===== config.mk =====
export PLATFORM = sky130hd
export DESIGN_NAME = delay_commutator_stage4
export DESIGN_NICKNAME = d
export VERILOG_FILES = /design/src/rtl/delay_commutator_stage4.sv
export SDC_FILE = /design/constraint.sdc
export NUM_CORES = 1
export LEC_CHECK = 0
export CAP_MARGIN = 20
export CORE_MARGIN = 1.5
export CORE_UTILIZATION = 57
export CTS_BUF_LIST = sky130_fd_sc_hd__clkbuf_4 sky130_fd_sc_hd__clkbuf_8 sky130_fd_sc_hd__clkbuf_16
export DETAILED_ROUTE_END_ITERATION = 8
export MAX_ROUTING_LAYER = met4
export PLACE_DENSITY_LB_ADDON = 0.25
export SYNTH_ARGS = -nofsm -noshare
export SYNTH_HDL_FRONTEND = slang
export SYNTH_SLANG_ARGS = --single-unit

===== constraint.sdc =====
create_clock -name clk -period 5.9 [get_ports clk]
set_input_delay 1.18 -clock clk [delete_from_list [all_inputs] [get_ports clk]]
set_output_delay 1.18 -clock clk [all_outputs]
set_load 0.02 [all_outputs]

===== src/rtl/delay_commutator_stage4.sv =====
// Delay-commutator between radix-2 MDC butterfly stages 4 and 5 (32-point FFT).
// Lower stream is delayed DEPTH samples, the pair is swapped/passed on a
// per-sample counter, then the switched upper stream is delayed DEPTH samples
// so that samples DEPTH apart in each input stream leave as a pair.
module delay_commutator_stage4 #(
  parameter int WIDTH = 9,
  parameter int DEPTH = 2
) (
  input  logic                    clk,
  input  logic                    rst,
  input  logic                    in_valid,
  input  logic                    in_sof,
  input  logic                    bypass,
  input  logic signed [WIDTH-1:0] inUI_re,
  input  logic signed [WIDTH-1:0] inUI_im,
  input  logic signed [WIDTH-1:0] inLI_re,
  input  logic signed [WIDTH-1:0] inLI_im,
  output logic                    out_valid,
  output logic                    out_sof,
  output logic                    com_flag,
  output logic signed [WIDTH-1:0] Up_out_re,
  output logic signed [WIDTH-1:0] Up_out_im,
  output logic signed [WIDTH-1:0] Low_out_re,
  output logic signed [WIDTH-1:0] Low_out_im
);

  localparam int CW = $clog2(2 * DEPTH);
  localparam int EW = 2 * WIDTH;        // one complex sample {re, im}
  localparam int LW = DEPTH * EW;       // one delay line, newest entry in the low bits
  localparam logic [CW-1:0] HALF = CW'(DEPTH);

  logic [CW-1:0] cnt_q, cnt_d, k_cnt;
  logic          primed_q, primed_d;
  logic          swap;
  logic          com_flag_q;
  logic          out_valid_q, out_valid_d;
  logic          out_sof_q, out_sof_d;
  logic [LW-1:0] ld_q, ud_q;
  logic [EW-1:0] u_e, l_e, ld_old, ud_old, p_e, q_e;
  logic [EW-1:0] up_q, up_d, low_q, low_d;

  // Sample index, switch routing, priming and next output values for this sample
  always_comb begin
    k_cnt    = in_sof ? '0 : cnt_q;
    cnt_d    = k_cnt + CW'(1);
    // 2*DEPTH is a power of two, so cnt >= DEPTH is just the counter MSB
    swap     = k_cnt[CW-1];
    u_e      = {inUI_re, inUI_im};
    l_e      = {inLI_re, inLI_im};
    ld_old   = ld_q[LW-1 -: EW];
    ud_old   = ud_q[LW-1 -: EW];
    p_e      = swap ? ld_old : u_e;
    q_e      = swap ? u_e : ld_old;
    primed_d = (primed_q & ~in_sof) | (k_cnt == HALF);
    if (bypass) begin
      up_d        = u_e;
      low_d       = l_e;
      out_valid_d = 1'b1;
      out_sof_d   = in_sof;
    end else begin
      up_d        = ud_old;
      low_d       = q_e;
      out_valid_d = primed_d;
      out_sof_d   = (k_cnt == HALF) & ~(primed_q & ~in_sof);
    end
  end

  // State advances only on accepted samples; valid/sof strobes drop in gaps
  always_ff @(posedge clk or posedge rst) begin
    if (rst) begin
      cnt_q       <= '0;
      primed_q    <= 1'b0;
      com_flag_q  <= 1'b1;
      out_valid_q <= 1'b0;
      out_sof_q   <= 1'b0;
      ld_q        <= '0;
      ud_q        <= '0;
      up_q        <= '0;
      low_q       <= '0;
    end else if (in_valid) begin
      cnt_q       <= cnt_d;
      primed_q    <= primed_d;
      com_flag_q  <= ~swap;
      out_valid_q <= out_valid_d;
      out_sof_q   <= out_sof_d;
      // shift by truncating the concatenation: the oldest entry falls off the top
      ld_q        <= LW'({ld_q, l_e});
      ud_q        <= LW'({ud_q, p_e});
      up_q        <= up_d;
      low_q       <= low_d;
    end else begin
      out_valid_q <= 1'b0;
      out_sof_q   <= 1'b0;
    end
  end

  assign out_valid  = out_valid_q;
  assign out_sof    = out_sof_q;
  assign com_flag   = com_flag_q;
  assign Up_out_re  = up_q[EW-1:WIDTH];
  assign Up_out_im  = up_q[WIDTH-1:0];
  assign Low_out_re = low_q[EW-1:WIDTH];
  assign Low_out_im = low_q[WIDTH-1:0];

endmodule


==> results by stage <==
Outcome:
- The run finished with clean final reports.

Clock network:
- The number of buffers on the longest clock path is 2.
- Post-CTS repair changed the size of 0 cells.
- The total CTS buffers is 17.
- The count of buffers added by post-CTS timing repair for setup is 0.
- TritonCTS built the clock tree.
- The number of buffers inserted for hold repair after clock tree synthesis is 0.
- Clock-pin slew was measured on the worst setup and hold paths at 60 ps.
- The tree is rooted in a sky130_fd_sc_hd__clkbuf_8.
- The clock insertion delay at the later pin of the skew report is 510 ps.
- The maximum level of the CTS H-tree is 4.
- Clock tree synthesis found a total of 114 sinks.

Cells and area:
- The fraction of layout instances using a drive strength above 1 is 20.3%.
- The final-stage net count is 509.
- The count of inserted antenna diode cells is 0.
- Leaving out fill and tap cells, the most frequent cells in the layout are 113 x sky130_fd_sc_hd__dfrtp_1, 77 x sky130_fd_sc_hd__clkdlybuf4s50_1, 55 x sky130_fd_sc_hd__mux2_2.
- The area growth from synthesis to layout is 29.0%.
- Fill cells in the final layout number 524.
- The final cell count without fillers is 584.
- The most common cell after layout, fill and taps aside is sky130_fd_sc_hd__dfrtp_1.
- Cells fill 76.5% of the core in the end.

Global route:
- The initial antenna violation count was 0.
- Summed over all layers, the global routing overflow is 0.
- The number of global-route vias before repair was 3268.
- Entering global routing, the biggest net connects 111 pins.
- The total track usage is 24.4%.
- The first global-routing pass estimated 16.2 mm of wire.

Worst setup path:
- The arrival time at the worst endpoint is 3170 ps.
- Along the worst path, the maximum fanout reaches 20.
- The worst setup path is captured at a flop.
- STA puts the critical path data required time at 6250 ps.
- The startpoint identified for the worst register-to-register timing path is cnt_q[1]$_DFFE_PP0P_.
- The most critical setup path has its startpoint at in_sof.
- The worst setup path is of the input port to flop kind.
- The worst setup path is launched from an input port.

Logic synthesis:
- After synthesis, the cell types taking the most area are sky130_fd_sc_hd__dfrtp_1 57%, sky130_fd_sc_hd__mux2_2 13%, sky130_fd_sc_hd__mux2i_1 11%.
- The share of flip-flops with an asynchronous set or reset is 100%.
- The sequential fraction of the synthesis area is 58.0%.
- The number of nets in the synthesized netlist is 435.
- Each instance of the synthesized netlist takes up on average 12.5 sq um.
- Counting distinct cell types in the post-synthesis netlist gives 23.
- The library cell occupying the most area in the post-synthesis netlist is sky130_fd_sc_hd__dfrtp_1.
- The synthesized design contains 0 enable-type register cells.
- Yosys printed 0 warnings.
- After technology mapping, the gate count stands at 393.
- The area of the mapped netlist is 4920 sq um.
- The fraction of post-synthesis cell area in the top cell type by area is 57.5%.
- In the synthesized netlist the dominant register cell turns out to be sky130_fd_sc_hd__dfrtp_1.
- The number of synthesized register bits is 114.

Run:
- The count of max-cap constraint violations is 0.

Timing:
- Setup repair after global routing left no endpoint under its margin.
- The total setup violations reported at the end of the flow is 0.
- The final-report hold violation count came to 0.
- The transition time at the pin with the least slew margin is 854 ps.
- The largest clock skew in the final design is 7.29 ps.
- The final critical-path required period is 2820 ps.
- The highest achievable clock rate is 0.354 GHz.
- Dividing the final minimum period by the clock period gives 47.8%.
- The total negative slack for setup checks is 0 ps.
- The final number of max-transition violations is 0.
- Final hold analysis gives a worst-case slack of 494 ps.
- Headroom to the max-slew limit came out at 43.0%.
- The worst path meets setup with 3080 ps of slack.

Detailed routing:
- The total via count after detailed routing is 3294.
- The routed via count divided by cell count is 5.64.
- The sum of routed wire length over all layers is 10.0 mm.
- The detailed router finished its first iteration with 154 violations.
- The first detailed-routing pass ran for 4 iterations.
- Dividing the detail-routed wire length by the instance count gives 17.2 microns.
- The remaining antenna violation count is 0.
- The post-route DRC violation count is 0.

Floorplan:
- From bottom edge to top edge, the die measures 95.9 microns.
- The full die area is 9200 sq um.
- Pin placement for this block handled 80 I/O pins.
- The effective utilization at floorplan is 59.3%.
- The standard-cell row count is 33.
- The core area is 8300 sq um.
- The width of the die is 95.9 microns.

Placement:
- In this run, placement finished with an instance count of 552.
- The wire-length estimate of the detail-placed layout is 5.89 mm.
- Buffers placed on the I/O ports in this run total 79.
- The final weighted congestion of routability-driven global placement is 0.716.
- The worst slack at placement is 2630 ps.

Pwr:
- The maximum vdd ir drop is 0.000204 V.
- Dividing total power by cell area gives a power density of 384 nW/um^2.
- The static leakage is 2.67 nW.

Hold path:
- The worst hold path begins at ld_q[2]$_DFFE_PP0P_.
- The worst hold-check path type is flop to flop.
-- cell families (layout without fill, tap and decap cells) --
group                    Yosys count  count (layout)  synth area share (%)
flip-flops                       114             114                  58.0
adder cells (fa/ha/maj)            1               1                 0.254
buffers and inverters             30             116                  3.71
AO/OA/AOI/OAI                     77              77                  8.57
multiplexers                     109             109                  23.6
AND/OR/NAND/NOR                   62              62                  5.90
-- path summary, 6_finish.rpt --
kind	to	slack, ps	cells after the start
min reg2reg	ld_q[20]$_DFFE_PP0P_	490	1
max reg2reg	low_q[8]$_DFFE_PP0P_	3930	4
min	ld_q[20]$_DFFE_PP0P_	490	1
min in group asynchronous	out_sof$_DFF_PP0_	1200	2
max in group asynchronous	low_q[12]$_DFFE_PP0P_	3590	3
max	low_q[8]$_DFFE_PP0P_	3080	5
-- area by class of cell --
class                   instances  area [sq um]  share of cell area [%]
flip-flops and latches        114          2850                    45.0
multi-input cells             249          1890                    29.8
repair buffers                 84           841                    13.2
clock buffers                  22           470                    7.41
clock inverters                 9           154                    2.43
well taps                     105           131                    2.07
inverters                       1          6.26                  0.0986
-- report_power, final --
group          leakage, nW  total, mW  internal, mW  switching (mW)
combinational         1.05      0.406         0.210           0.196
sequential            1.31      0.971         0.900          0.0712
clock                0.304       1.06         0.725           0.336
-- flip-flops by register name (all words and copies together), names as in the netlist --
signal / cells
com_flag: 1
low_q: 18
cnt_q: 2
out_sof: 1
primed_q: 1
ld_q: 36
out_valid: 1
ud_q: 36
up_q: 18
-- synth_stat cells, types with 2 or more instances --
| cell | instances |
|---|---|
| sky130_fd_sc_hd__o21ai_0 | 14 |
| sky130_fd_sc_hd__clkbuf_1 | 4 |
| sky130_fd_sc_hd__o21ai_1 | 4 |
| sky130_fd_sc_hd__mux2_2 | 55 |
| sky130_fd_sc_hd__nor2_1 | 39 |
| sky130_fd_sc_hd__a21oi_1 | 38 |
| sky130_fd_sc_hd__buf_2 | 21 |
| sky130_fd_sc_hd__nand2b_1 | 2 |
| sky130_fd_sc_hd__mux2i_1 | 54 |
| sky130_fd_sc_hd__dfrtp_1 | 113 |
| sky130_fd_sc_hd__nor2b_1 | 19 |
| sky130_fd_sc_hd__a31oi_1 | 18 |
| sky130_fd_sc_hd__buf_12 | 2 |
-- metal layers --
metal / global-route usage, % / share of wire (%) / vias up
met5: - / 0 / -
met4: 8.58 / 1.2 / 0
met3: 5.45 / 3.4 / 14
met2: 37.8 / 50 / 79
met1: 31.8 / 45 / 1663
li1: - / - / 1538
-- worst max-delay path, stage by stage --
cell	delay [ps]
sky130_fd_sc_hd__clkdlybuf4s50_1	510
sky130_fd_sc_hd__nor2b_4	610
sky130_fd_sc_hd__buf_4	460
sky130_fd_sc_hd__mux2i_1	290
sky130_fd_sc_hd__o21ai_1	100
-- through the flow --
stage / total power [mW] / instance area, sq um
global placement: 1.36 / 5690
finish: 2.44 / 6350
global route: 2.54 / 6350
detailed placement: 1.38 / 5690
CTS: 2.45 / 6320
floorplan: 1.22 / 4920
Power figures use the tool's default switching activity.
